$ cat config.mk
export PLATFORM = sky130hd
export DESIGN_NAME = seq_divider_32
export DESIGN_NICKNAME = d
export VERILOG_FILES = /design/src/rtl/seq_divider_32.sv
export SDC_FILE = /design/constraint.sdc
export NUM_CORES = 1
export LEC_CHECK = 0
export CAP_MARGIN = 20
export CELL_PAD_IN_SITES_DETAIL_PLACEMENT = 1
export CELL_PAD_IN_SITES_GLOBAL_PLACEMENT = 2
export CORE_UTILIZATION = 34
export CTS_BUF_LIST = sky130_fd_sc_hd__clkbuf_2 sky130_fd_sc_hd__clkbuf_4 sky130_fd_sc_hd__clkbuf_8
export CTS_CLUSTER_DIAMETER = 40
export CTS_CLUSTER_SIZE = 40
export DETAILED_ROUTE_END_ITERATION = 8
export GPL_ROUTABILITY_DRIVEN = 0
export HOLD_SLACK_MARGIN = 0.08
export PLACE_DENSITY = 0.86
export SLEW_MARGIN = 20
export SYNTH_ARGS = -nofsm -noshare
export SYNTH_HDL_FRONTEND = slang
export SYNTH_SLANG_ARGS = --single-unit
$ cat constraint.sdc
create_clock -name clk -period 6.61 [get_ports clk]
set_input_delay 1.6525 -clock clk [delete_from_list [all_inputs] [get_ports clk]]
set_output_delay 1.6525 -clock clk [all_outputs]
set_load 0.05 [all_outputs]
$ cat src/rtl/seq_divider_32.sv
`default_nettype none
// ============================================================================
//  Module      : seq_divider_32
//  Description : Sequential restoring divider, one quotient bit per cycle.
//                valid/ready handshakes on the operand and result sides.
//                Optional signed two's-complement mode is enabled by defining
//                the macro DIV_SIGNED_EN; the default build is unsigned.
//  Revision    : 1.0 - initial release
// ============================================================================
module seq_divider_32 #(
    parameter int WIDTH = 32
) (
    input  logic             clk,
    input  logic             rst_n,
    input  logic             in_valid,
    output logic             in_ready,
    input  logic [WIDTH-1:0] dividend,
    input  logic [WIDTH-1:0] divisor,
    output logic             out_valid,
    input  logic             out_ready,
    output logic [WIDTH-1:0] quotient,
    output logic [WIDTH-1:0] remainder,
    output logic             div_by_zero
);

    localparam int CNT_W = (WIDTH > 1) ? $clog2(WIDTH) : 1;
    localparam logic [CNT_W-1:0] c_last_step = CNT_W'(WIDTH - 1);
    localparam logic [CNT_W-1:0] c_cnt_one   = CNT_W'(1);

    typedef enum logic [1:0] {
        S_IDLE = 2'd0,
        S_BUSY = 2'd1,
`ifdef DIV_SIGNED_EN
        S_DONE = 2'd2,
        S_FIX  = 2'd3
`else
        S_DONE = 2'd2
`endif
    } state_t;

    state_t           r_state;
    state_t           w_next_state;

    // Working registers: r_quo starts as the dividend and fills with quotient
    // bits from the LSB as dividend bits are shifted out into r_rem.
    logic [WIDTH-1:0] r_rem;
    logic [WIDTH-1:0] r_quo;
    logic [WIDTH-1:0] r_div;
    logic [CNT_W-1:0] r_count;
    logic             r_dbz;

    logic             w_in_fire;
    logic             w_div_zero;
    logic             w_last_step;
    logic [WIDTH:0]   w_rem_shift;
    logic [WIDTH:0]   w_trial;
    logic             w_trial_ok;
    logic [WIDTH-1:0] w_rem_step;
    logic [WIDTH-1:0] w_quo_step;
    logic [WIDTH-1:0] w_orig_dividend;

`ifdef DIV_SIGNED_EN
    logic             r_neg_q;
    logic             r_neg_r;
    logic [WIDTH-1:0] w_dividend_mag;
    logic [WIDTH-1:0] w_divisor_mag;

    // Magnitudes of the incoming operands; the most-negative value maps to
    // itself, which is the correct unsigned magnitude.
    assign w_dividend_mag  = dividend[WIDTH-1] ? -dividend : dividend;
    assign w_divisor_mag   = divisor[WIDTH-1]  ? -divisor  : divisor;
    // r_quo still holds the dividend magnitude when a zero divisor is seen.
    assign w_orig_dividend = r_neg_r ? -r_quo : r_quo;
`else
    assign w_orig_dividend = r_quo;
`endif

    assign w_in_fire   = in_valid & in_ready;
    assign w_div_zero  = (r_div == '0);
    assign w_last_step = (r_count == c_last_step);

    // One restoring step. The shifted remainder is below 2*divisor, so the
    // difference lies strictly within +/-2^WIDTH and its top bit is the sign.
    assign w_rem_shift = {r_rem, r_quo[WIDTH-1]};
    assign w_trial     = w_rem_shift - {1'b0, r_div};
    assign w_trial_ok  = ~w_trial[WIDTH];
    assign w_rem_step  = w_trial_ok ? w_trial[WIDTH-1:0] : w_rem_shift[WIDTH-1:0];
    assign w_quo_step  = {r_quo[WIDTH-2:0], w_trial_ok};

    assign quotient    = r_quo;
    assign remainder   = r_rem;
    assign div_by_zero = r_dbz;

    // State register.
    always_ff @(posedge clk or negedge rst_n) begin
        if (!rst_n) begin
            r_state <= S_IDLE;
        end else begin
            r_state <= w_next_state;
        end
    end

    // Next-state decode and handshake outputs.
    always_comb begin
        w_next_state = r_state;
        in_ready     = 1'b0;
        out_valid    = 1'b0;
        case (r_state)
            S_IDLE: begin
                in_ready = 1'b1;
                if (in_valid) begin
                    w_next_state = S_BUSY;
                end
            end
            S_BUSY: begin
                if (w_div_zero) begin
                    w_next_state = S_DONE;
                end else if (w_last_step) begin
`ifdef DIV_SIGNED_EN
                    w_next_state = S_FIX;
`else
                    w_next_state = S_DONE;
`endif
                end
            end
`ifdef DIV_SIGNED_EN
            S_FIX: begin
                w_next_state = S_DONE;
            end
`endif
            S_DONE: begin
                out_valid = 1'b1;
                if (out_ready) begin
                    w_next_state = S_IDLE;
                end
            end
            default: begin
                w_next_state = S_IDLE;
            end
        endcase
    end

    // Operand capture, iteration datapath and result registers.
    always_ff @(posedge clk or negedge rst_n) begin
        if (!rst_n) begin
            r_rem   <= '0;
            r_quo   <= '0;
            r_div   <= '0;
            r_count <= '0;
            r_dbz   <= 1'b0;
`ifdef DIV_SIGNED_EN
            r_neg_q <= 1'b0;
            r_neg_r <= 1'b0;
`endif
        end else begin
            case (r_state)
                S_IDLE: begin
                    if (w_in_fire) begin
                        r_rem   <= '0;
                        r_count <= '0;
                        r_dbz   <= 1'b0;
`ifdef DIV_SIGNED_EN
                        r_quo   <= w_dividend_mag;
                        r_div   <= w_divisor_mag;
                        r_neg_q <= dividend[WIDTH-1] ^ divisor[WIDTH-1];
                        r_neg_r <= dividend[WIDTH-1];
`else
                        r_quo   <= dividend;
                        r_div   <= divisor;
`endif
                    end
                end
                S_BUSY: begin
                    if (w_div_zero) begin
                        r_quo <= '1;
                        r_rem <= w_orig_dividend;
                        r_dbz <= 1'b1;
                    end else begin
                        r_rem   <= w_rem_step;
                        r_quo   <= w_quo_step;
                        r_count <= r_count + c_cnt_one;
                    end
                end
`ifdef DIV_SIGNED_EN
                S_FIX: begin
                    if (r_neg_q) begin
                        r_quo <= -r_quo;
                    end
                    if (r_neg_r) begin
                        r_rem <= -r_rem;
                    end
                end
`endif
                default: begin
                end
            endcase
        end
    end

endmodule
`default_nettype wire

# == Word-level counts from Yosys, hierarchy flattened ==
# Index checks and enable logic that the tools add are counted.
# totals
regBits,104
out_inout_bits,67
# classes
addsub,2
eq_ne,9
n_mux,20
bitwise,2
n_reduce_logical,8
# ops
op,n
2-to-1 mux 32 bit,5
case mux 32 bit (2 select lines),2
subtractor 33 x 32 -> 33 bit,1
zero test 32 bit,1
2-to-1 mux 5 bit,2
inequality test 2 bit (second input constant),5
case mux 5 bit (2 select lines),1
AND reduction 3 bit,3
2-to-1 mux 2 bit,4
case mux 2 bit (3 select lines),1
adder 5 x 1 -> 5 bit (second input constant),1
== test 5 bit (second input constant),1
2-to-1 mux 1 bit,4
AND reduction 2 bit,2
inequality test 3 bit (second input constant),1
== test 2 x 1 -> 1 bit (second input constant),1
== test 2 bit (second input constant),1
zero test 2 bit,1
case mux 1 bit (2 select lines),1
nonzero test 2 bit,1
AND 1 bit,1
inverter 1 bit,1

# == Depth between registers and ports, before layout ==
# Gate-level depths: netlist of the first run.
# logic_depth
depth_word,5
mapped_depth,13
depth_no_buf,12

# == Least setup slack after synthesis of the first run ==
# OpenSTA, ideal clock, no wires.
# synth_path
path_type,reg-to-reg
from,"register r_quo[31], in the netlist quotient[31]"
to,"register r_rem[12], in the netlist remainder[12]"
arrival_time_ps,2966
setup_slack_ps,3514
path_stages_with_launch,14
path_buffers,1
period_less_slack_ps,3096
cell_sequence,dfrtp_1 -> inv_1 -> ha_1 -> fa_1 -> nand2b_1 -> a21oi_2 -> o21ai_2 -> o211a_1 -> o21a_4 -> o211ai_4 -> buf_8 -> nor2_2 -> a21oi_2 -> o221ai_2
# synth_via
elab_chain_len,4
# synth_lines
element,line_no,rtl
from (decl),47,logic [WIDTH-1:0] r_quo;
from (signal assigned),168,r_quo <= dividend;
from (signal assigned),180,r_quo <= w_quo_step;
subtractor 33 x 32 -> 33 bit,85,"assign w_trial = w_rem_shift - {1'b0, r_div};"
2-to-1 mux 32 bit,87,assign w_rem_step = w_trial_ok ? w_trial[WIDTH-1:0] : w_rem_shift[WIDTH-1:0];
2-to-1 mux 32 bit,174,if (w_div_zero) begin
case mux 32 bit (2 select lines),156,case (r_state)
to (signal assigned),176,r_rem <= w_orig_dividend;
to (signal assigned),179,r_rem <= w_rem_step;
to (decl),46,logic [WIDTH-1:0] r_rem;
# No other way between the ends.
# A chain may end at the register's enable or synchronous reset.

# == Final worst setup path of the first run ==
# layout_path
from,register r_state[1]
to,output out_valid
# layout_via
elab_chain_len,2
# layout_lines
element,line_no,rtl
from (decl),41,state_t r_state;
from (signal assigned),99,r_state <= w_next_state;
== test 2 bit,108,case (r_state)
2-to-1 mux 1 bit,108,
to (decl),19,"output logic out_valid,"
# No other way between the ends.

==> results of run 1 <==
metal layers:
metal | vias to the layer above | GRT usage, % | part of all wire (%)
li1 | 2971 | - | -
met1 | 3061 | 34.0 | 51
met2 | 131 | 34.1 | 44
met3 | 17 | 3.97 | 4.0
met4 | 0 | 5.15 | 1.2
met5 | - | 0 | 0
layout make-up:
| class | count | area (sq um) |
|---|---|---|
| clock inverters | 7 | 77.6 |
| fillers | 2248 | 10600 |
| flip-flops and latches | 104 | 2600 |
| clock buffers | 9 | 124 |
| well taps | 260 | 325 |
| inverters | 41 | 154 |
| multi-input cells | 592 | 3580 |
| repair buffers | 141 | 1400 |
registers in the layout, indices dropped and copies added (netlist names):
register	cells
r_count	5
div_by_zero	1
quotient	32
r_div	32
remainder	32
r_state	2
worst max-delay path, cell delays in order (launching register included):
cell and delay (ps):
dfrtp_1 460, nor2b_1 220, clkdlybuf4s50_1 850
per-stage QoR:
step | hold slack (ps) | cell area, sq um | util [%]
6_report | 545 | 8270 | 43.9
5_1_grt | 560 | 8270 | 43.9
4_1_cts | 543 | 8260 | 43.9
3_5_place_dp | 516 | 8060 | 42.8
3_3_place_gp | 491 | 8050 | 42.7
2_1_floorplan | 473 | 6570 | -
kinds of logic after synthesis:
| group | synth area share, % |
|---|---|
| adder cells (fa/ha/maj) | 6.78 |
| XOR/XNOR | 3.47 |
| flip-flops | 39.6 |
| multiplexers | 1.75 |
| AND/OR/NAND/NOR | 18.4 |
| buffers and inverters | 5.96 |
| AO/OA/AOI/OAI | 24.0 |
worst min path at each step:
| stage | from | endpoint | slack (ps) |
|---|---|---|---|
| final | div_by_zero | div_by_zero | 550 |
| after global routing | div_by_zero | div_by_zero | 560 |
| after CTS | r_count[4] | r_count[4] | 540 |
| after detailed placement | r_count[4] | r_count[4] | 520 |
| after global placement | r_count[4] | r_count[4] | 490 |
| after floorplan | r_count[4] | r_count[4] | 470 |
cells in the final DEF (no fill, tap or decap), types with 10 or more instances in the layout:
cell and instances:
o21ai_0 49, o21ai_1 28, nor2_1 69, xor2_1 12, a31oi_1 35, mux2i_1 10
a22oi_1 27, dfrtp_1 104, inv_1 41, a21o_1 15, a21oi_1 46, clkdlybuf4s50_1 133
nand2_1 135, xnor2_1 14, ha_1 34, nand3_1 13
==> impl_metrics.ini, run 1 <==
[drt]
drc = 0
wire_per_inst_um = 19.0
via_count = 6180
drt_iter0_markers = 322
ant_nets = 0
post_drt_via_cell_ratio = 5.36
dr.pass1.iters = 4
wl_mm = 22.0

[worst_setup_path]
r2r-end = remainder[19]
crit_path_start_kind = flip-flop
cp_max_fo = 6
crit_start = r_state[1]
arrival_ps = 1930
r2r_slack_ps = 3070
rr_worst_depth = 13
timing.rr.start = quotient[31]
cp.required_ps = 4960
worstSetupPathType = flip-flop to output port
endpoint = out_valid
crit_path_end_kind = output port

[logic_synthesis]
synth_top_area_share_pct = 39.6
yosysWarnings = 0
synthCells = 779
postSynthAreaPerCell_sq_um = 8.43
yosys.area.top_type = dfrtp_1
syn_nets = 882
synth_area_leaders = dfrtp_1 40%, nand2_1 7.8%, ha_1 6.5%
ys_types = 68
synth_most_common_cell = nand2_1
synth.cell_area_sq_mm = 0.00657
ys_seq_elements = 104
synth-async-reset-ratio_pct = 100
yosysSeqAreaShare_pct = 39.6
synth_edf_count = 0
synthTopCellsByCount = 136 x nand2_1, 104 x dfrtp_1, 70 x nor2_1
synth_ff_type = dfrtp_1

[place]
pre_cts_ws_ps = 2940
dp.cells = 1138
io_buffers = 134
dpl.hpwl_mm = 16.5

[sta]
max_slew_margin_pct = 40.1
clock-skew-final_ps = 15.2
fmax_mhz = 279
setup_viol = 0
hold_violations = 0
setup_tns_ps = 0
setup_ws_ps = 3030
fin_crit_sh_pct = 54.2
slew_viol_final = 0
rsz0062_at_grt = false
final.min_clock_period_ps = 3580
tightest_slew_ps = 898

[die]
die_h_um = 141
start_util_pct = 34.9
fp.dieW_um = 141
row_count = 50
coreArea_sq_mm = 0.0188
ioPinCount = 135
dieArea_sq_mm = 0.0199

[clock_network]
clk_latency_ps = 410
root_buffer = clkbuf_8
cts_buffers = 9
post_cts_buffers = 0
cts_hold_buf = 0
cts_tree = done
h-tree-depth = 3
clockBufferDepth = 2
cts_resized = 0
clock_sinks = 104
path_clk_slew_ps = 110

[layout]
final-instance-count-excl-fill = 1154
drive_above_1_share_pct = 6.26
syn2layout_area_growth_pct = 25.8
diodes = 0
final_nets = 992

[grt]
grt_pass1_wl_mm = 35.0
grt_usage_pct = 22.8
overflow = 0
antenna_found_initial = 0
grt_pass1_vias = 6194
grt_start_max_net_pins = 68

[hold_path]
whs_path_depth = 1
hp-class = flip-flop to flip-flop

[run_status]
outcome = completed

[job]
cap_violations = 0
Power of run 1 is left out: the tool's default activity adds up to more than one toggle a clock period on the data nets, which glitch-free logic cannot reach.
==> run 2: changes to the inputs <==
- CORE_UTILIZATION: 34 -> 31
- PLACE_DENSITY: 0.86 -> 0.8
- clock period: 6.61 -> 3.69 ns (I/O delays scaled with it)
==> impl_metrics.ini, run 2 (same netlist as run 1, synthesis figures left out) <==
[run_status]
outcome = completed

[sta]
setup_tns_ps = 0
slew_viol_final = 0
setup_viol = 0
final.min_clock_period_ps = 3200
fmax_mhz = 313
clock-skew-final_ps = 21.5
fin_crit_sh_pct = 86.6
max_slew_margin_pct = 55.0
tightest_slew_ps = 675
hold_violations = 0
rsz0062_at_grt = false

[worst_setup_path]
arrival_ps = 3500
crit_path_end_kind = flip-flop
crit_path_start_kind = flip-flop
r2r_slack_ps = 490
rr_worst_depth = 12
worstSetupPathType = flip-flop to flip-flop
timing.rr.start = quotient[31]
cp.required_ps = 3990
r2r-end = remainder[25]
cp_max_fo = 13

[clock_network]
post_cts_buffers = 0
cts_resized = 0
root_buffer = clkbuf_8
cts_tree = done
clock_sinks = 104
cts_buffers = 9
clockBufferDepth = 2
clk_latency_ps = 410
h-tree-depth = 3
path_clk_slew_ps = 130
cts_hold_buf = 0

[place]
dpl.hpwl_mm = 16.7
io_buffers = 134

[die]
ioPinCount = 135
row_count = 52
fp.dieW_um = 148
start_util_pct = 32.1
dieArea_sq_mm = 0.0218
die_h_um = 148
coreArea_sq_mm = 0.0205

[hold_path]
hp-class = flip-flop to flip-flop
hold_end = div_by_zero
hp-start = div_by_zero
whs_path_depth = 1

[drt]
ant_nets = 0
wire_per_inst_um = 19.1
post_drt_via_cell_ratio = 5.24
drc = 0
wl_mm = 22.3
dr.pass1.iters = 4
drt_iter0_markers = 291
via_count = 6123

[grt]
grt_start_max_net_pins = 58
antenna_found_initial = 0
overflow = 0
grt_pass1_vias = 6370
grt_usage_pct = 21.2
grt_pass1_wl_mm = 35.9

[layout]
final_nets = 996
fillers = 2446
layout_common_cells = 136 x nand2_1, 133 x clkdlybuf4s50_1, 104 x dfrtp_1
syn2layout_area_growth_pct = 27.0
drive_above_1_share_pct = 6.57
diodes = 0
layout_commonest_cell = nand2_1

[job]
cap_violations = 0
run 2: per-stage QoR:
| stage | instance area, sq um | utilization [%] | cells | worst slack (ps) | hold slack [ps] |
|---|---|---|---|---|---|
| after global placement | 8130 | 39.7 | 1152 | 558 | 468 |
| after CTS | 8340 | 40.7 | 1168 | 473 | 506 |
| after global routing | 8340 | 40.7 | 1168 | 305 | 533 |
| after detailed placement | 8130 | 39.7 | 1152 | 496 | 478 |
| final | 8340 | 40.7 | 1168 | 493 | 500 |
| after floorplan | 6570 | - | 779 | 594 | 473 |
run 2: worst max path at each step:
| stage | from | endpoint | slack (ps) | cells after the start |
|---|---|---|---|---|
| final | quotient[31] | remainder[25] | 490 | 12 |
| after global routing | quotient[31] | remainder[20] | 300 | 11 |
| after CTS | quotient[31] | remainder[20] | 470 | 11 |
| after detailed placement | quotient[31] | remainder[20] | 500 | 11 |
| after global placement | quotient[31] | remainder[25] | 560 | 12 |
| after floorplan | quotient[31] | remainder[12] | 590 | 13 |
run 2: layout make-up:
cell class | count | area (sq um) | area share [%]
multi-input combinational | 592 | 3580 | 42.9
sequential | 104 | 2600 | 31.2
timing repair buffer | 145 | 1460 | 17.5
tap | 270 | 338 | 4.05
inverter | 41 | 154 | 1.84
clock buffer | 9 | 124 | 1.48
clock inverter | 7 | 85.1 | 1.02
run 2: metal layers:
| metal | wire (um) | up-vias | GRT usage (%) |
|---|---|---|---|
| li1 | - | 2967 | - |
| met1 | 11500 | 3015 | 31.7 |
| met2 | 9620 | 128 | 32.1 |
| met3 | 909 | 13 | 2.93 |
| met4 | 234 | 0 | 5.21 |
| met5 | 0 | - | 0 |
run 2: critical path, stage by stage, from the launching register on:
cell      delay, ps
dfrtp_1         410
inv_1            70
ha_1            230
fa_1            400
nand2b_1        190
a21oi_2         170
o21ai_2         130
o211a_1         260
o21a_4          240
o211a_1         470
and3_1          310
mux2i_1         130
nand3_1          80
Power of run 2 is left out for the same reason.
==> run 3: changes to the inputs <==
- ABC_CLOCK_PERIOD_IN_PS: not set -> 3690
==> results of run 3 <==
Same layout as run 2: the final DEF is identical, and so are final timing and power.
Power of run 3 is left out for the same reason.
==> RTL edit 1: new RTL, flow settings as in run 2 <==
Re-encode `state_t` (3 states) as one-hot, 3 bits wide.
--- a/src/rtl/seq_divider_32.sv
+++ b/src/rtl/seq_divider_32.sv
@@ -27,14 +27,14 @@
     localparam logic [CNT_W-1:0] c_last_step = CNT_W'(WIDTH - 1);
     localparam logic [CNT_W-1:0] c_cnt_one   = CNT_W'(1);
 
-    typedef enum logic [1:0] {
-        S_IDLE = 2'd0,
-        S_BUSY = 2'd1,
+    typedef enum logic [2:0] {
+        S_IDLE = 3'b001,
+        S_BUSY = 3'b010,
 `ifdef DIV_SIGNED_EN
         S_DONE = 2'd2,
         S_FIX  = 2'd3
 `else
-        S_DONE = 2'd2
+        S_DONE = 3'b100
 `endif
     } state_t;
 
Function: no difference found for any inputs over 4 cycles, from zero or initial values and one cycle with rst_n low; so few cycles prove little.
==> RTL edit 1 against run 2 <==
  * Setup slack got worse by 0.20 ns
  * Cell area increased by 1.1%
  * Synthesized area decreased by 0.19%
  * Via count increased by 2.6%
  * Sequential share of layout area about the same
  * Non-clock buffer count increased by 8
  * Routed wire length increased by 5.1%
  * First-iteration DRC count increased by 35%
  * Sequential cell count increased by 1
  * Critical path type unchanged
  * Critical endpoint is now remainder[16]
  * Largest cell class unchanged
==> RTL edit 1: results (changes against run 2) <==
[status]
status=finished, final reports clean

[grt]
grt_pass1_vias=6404  ; +0.53%
grtUsageMet3=0.0284  ; -0.000926
grt_pass1_wl_um=37400  ; +4.3%
gr-usage-met2=0.331  ; +0.0106
gr-usage-all-layers=0.222  ; +0.00988
grt_use_met1=0.338  ; +0.0208
grt_max_degree=97  ; +67%

[synthesis]
synth_compound_area_frac=0.284  ; +0.0438
synth_mux_area_frac=0.0122  ; -0.00531
synth_cell_type_count=59  ; -13%
synth_edf_count=0  ; unchanged
synth.top_cells.by_count=dfrtp_1 (104), nand2_1 (101), o21ai_0 (101), a21oi_1 (58), a22oi_1 (49)
ys_top_cells_by_area=dfrtp_1 (40%), o21ai_0 (7.7%), ha_1 (6.5%), nand2_1 (5.8%), a22oi_1 (5.6%)
synth_seq_area_share=0.401  ; +0.00476
netlist_instances=768  ; -1.4%
synth_xor_area_frac=0.0347  ; +0.0000662
synth_top_area_frac=0.397  ; +0.000756
synth_fa_ha_area_frac=0.0679  ; +0.000129
synth_nets=871  ; -1.2%

[placed_design]
dpl.hpwl_um=17800  ; +6.5%
place_area_um2=8250  ; +1.5%
port_buffers=134  ; unchanged
dp_cells=1145  ; -0.61%
place_ws_ns=0.317  ; -0.179 ns

[layout]
fin_cells=1161  ; -0.60%
diodes=0  ; unchanged
fin_nets=989  ; -0.70%
drive_gt1_frac=0.0561  ; -0.00958

[detailed_routing]
post_drt_wl_per_cell_um=20.1  ; +5.7%
vias=6282  ; +2.6%
first_pass_iters=5  ; +1
wl_met1_um=12000  ; +4.0%
dr.first_iter.drc_count=392  ; +35%
wl_met3_um=1070  ; +18%
wl_met2_um=10100  ; +4.8%

[critical_path]
crit_path_top_delay_cell=fa_1
regToRegSetupSlack_ns=0.29  ; -0.20 ns
cp-endpoint=remainder[16]
cpPeakStageDelay_ns=0.42  ; -0.05 ns
ff2ff_path_depth=13  ; +1
crit_fanout=29  ; +16
arrival_ns=3.68  ; +0.18 ns

[cts]
cts_root_buf=clkbuf_8
cts_buffer_depth=2  ; unchanged
cts_max_level=3  ; unchanged

[power_and_ir_drop]
leakage_uw=0.00371

[timing]
tightest_slew_ns=0.837  ; +0.161 ns
clock_skew_ns=0.0138  ; -0.00766 ns

## RTL edit 1: changes by cell type after synthesis, sizes merged, moves of 7 or more
cell,run 2,this run
a22oi,27,49
a31oi,35,10
and2,9,2
nand2,137,101
nand4,4,13
nor2,73,41
o211ai,4,11
o21ai,78,108
## RTL edit 1: how the worst min path moves through the flow
stage,from,to,slack (ns)
5_1_grt,r_count[3],r_count[3],0.52
3_5_place_dp,r_count[3],r_count[3],0.48
4_1_cts,r_count[3],r_count[3],0.49
6_report,r_count[3],r_count[3],0.49
2_1_floorplan,r_count[3],r_count[3],0.44
3_3_place_gp,r_count[3],r_count[3],0.45
## RTL edit 1: cell type report
class	instances	area, um^2
inverters	41	154
clock buffers	9	124
well taps	270	338
repair buffers	153	1530
clock inverters	7	61.3
flip-flops and latches	105	2630
fillers	2443	12100
multi-input cells	576	3600
## RTL edit 1: power by group
group          internal [uW]  switching (uW)  total [uW]
Combinational           1630            2990        4620
Sequential              1580             510        2090
Clock                    261             484         746
Total                   3470            3990        7460
==> RTL edit 2: new RTL, settings of run 2 <==
Without the edit above. Change the parameter `WIDTH` from 32 to 16.
--- a/src/rtl/seq_divider_32.sv
+++ b/src/rtl/seq_divider_32.sv
@@ -8,7 +8,7 @@
 //  Revision    : 1.0 - initial release
 // ============================================================================
 module seq_divider_32 #(
-    parameter int WIDTH = 32
+    parameter int WIDTH = 16
 ) (
     input  logic             clk,
     input  logic             rst_n,
Interface: changed (resized dividend, divisor, quotient and remainder); port bits go from 135 to 71. The function was not compared with the original's and may differ.
==> RTL edit 2 against run 2 <==
  * Die area is 47% lower
  * Critical path type unchanged
  * Cell area down 48%
  * Highest routed layer unchanged
  * Count of clock-buffer cells in the layout down 3
  * First-iteration DRC count fell by 47%
  * Sequential cell count is 49 lower
  * Utilization down 0.41 points
  * Synthesized area shrank 47%
  * Routed wire length decreased by 49%
  * Largest cell class unchanged
  * Setup slack gained 0.023 ns
Power is not shown: default switching activity piles up to over one toggle a cycle in this logic, so the estimate is an artifact.
==> RTL edit 2: results (changes against run 2) <==
[status]
status=finished, final reports clean

[floorplan]
start_util=0.319  ; -0.00115

[grt]
grt_pass1_wl_um=18700  ; -48%
grt_pass1_vias=3543  ; -44%
grt_max_degree=48  ; -17%

[synthesis]
synth_seq_area_share=0.398  ; +0.00135
ys_top_cells_by_area=dfrtp_1 (40%), nand2_1 (8.1%), ha_1 (6.1%), o21ai_0 (4.6%), nand3_1 (4.3%)
netlist_instances=421  ; -46%
synth_cell_type_count=50  ; -26%
synth_nets=475  ; -46%

[layout]
drive_gt1_frac=0.0480  ; -0.0177
fillers=1335  ; -45%
fin_nets=532  ; -47%

[detailed_routing]
wl_um=11400  ; -49%
dr.first_iter.drc_count=155  ; -47%
routed_via_density=5.30  ; +1.1%
post_drt_wl_per_cell_um=18.4  ; -3.3%

[timing]
clock_skew_ns=0.0114  ; -0.0101 ns
slew_headroom=0.425  ; -0.125

[placed_design]
dp_cells=611  ; -47%
place_area_um2=4280  ; -47%
place_ws_ns=0.592  ; +0.0957 ns
dpl.hpwl_um=8620  ; -48%

[cts]
clkLatencyLatePin_ns=0.32  ; -0.09 ns
clk_pin_slew_ns=0.11  ; -0.02 ns
cts_buffers=5  ; -4
cts_max_level=2  ; -1

[critical_path]
ff2ff_path_depth=10  ; -2
crit_fanout=17  ; +4
cpPeakStageDelay_ns=0.53  ; +0.06 ns
arrival_ns=3.42  ; -0.08 ns

==> RTL edit 2: cell count changes after synthesis, moves of 9 or more <==
cell,change
ha_1,-17
a22oi_1,-18
inv_1,-21
o21ai_1,-23
dfrtp_1,-49
a31oi_1,-17
a21oi_1,-30
mux2i_1,-9
nand2_1,-61
a21o_1,-14
o21ai_0,-17
nor2_1,-39
nand3_1,+17
==> RTL edit 2: path summary, 6_finish.rpt <==
kind	startpoint	to	slack, ns
max in group asynchronous	rst_n	remainder[8]	2.25
min	div_by_zero	div_by_zero	0.53
min reg2reg	div_by_zero	div_by_zero	0.53
min in group asynchronous	rst_n	remainder[14]	0.57
max reg2reg	quotient[15]	remainder[15]	0.52
max	quotient[15]	remainder[15]	0.52
==> RTL edit 2: metrics by stage <==
step	util	hold WS, ns
6_report	0.403	0.527
2_1_floorplan	-	0.473
3_3_place_gp	0.394	0.474
4_1_cts	0.403	0.535
3_5_place_dp	0.394	0.494
5_1_grt	0.403	0.558
==> RTL edit 2: area by class of cell <==
cell class	instances	area (um^2)	area share
Clock inverter	2	16.3	0.00372
Multi-Input combinational cell	320	1910	0.437
Timing Repair Buffer	76	741	0.170
Clock buffer	6	76.3	0.0175
Inverter	20	75.1	0.0172
Sequential cell	55	1380	0.315
Tap cell	140	175	0.0401
==> RTL edit 2: layer usage <==
layer	global-route usage	wire, um
met1	0.274	5510
met4	0.0470	155
met3	0.0291	372
met2	0.355	5370
met5	0	0
==> RTL edit 2: cell families after synthesis <==
group / count (synthesis) / synth area share
multiplexers: 1 / 0.00289
AND/OR/NAND/NOR: 173 / 0.226
XOR/XNOR: 17 / 0.0473
AO/OA/AOI/OAI: 111 / 0.208
flip-flops: 55 / 0.398
buffers and inverters: 46 / 0.0513
adder cells (fa/ha/maj): 18 / 0.0672
==> RTL edit 2: worst register-to-register path: stages (launching register included) <==
cell      delay (ns)
dfrtp_1         0.46
inv_1           0.07
ha_1            0.23
fa_1            0.40
nand2b_1        0.21
a21oi_2         0.17
o21ai_2         0.15
o31ai_4         0.53
xnor2_2         0.37
a32o_1          0.36
a31oi_1         0.14
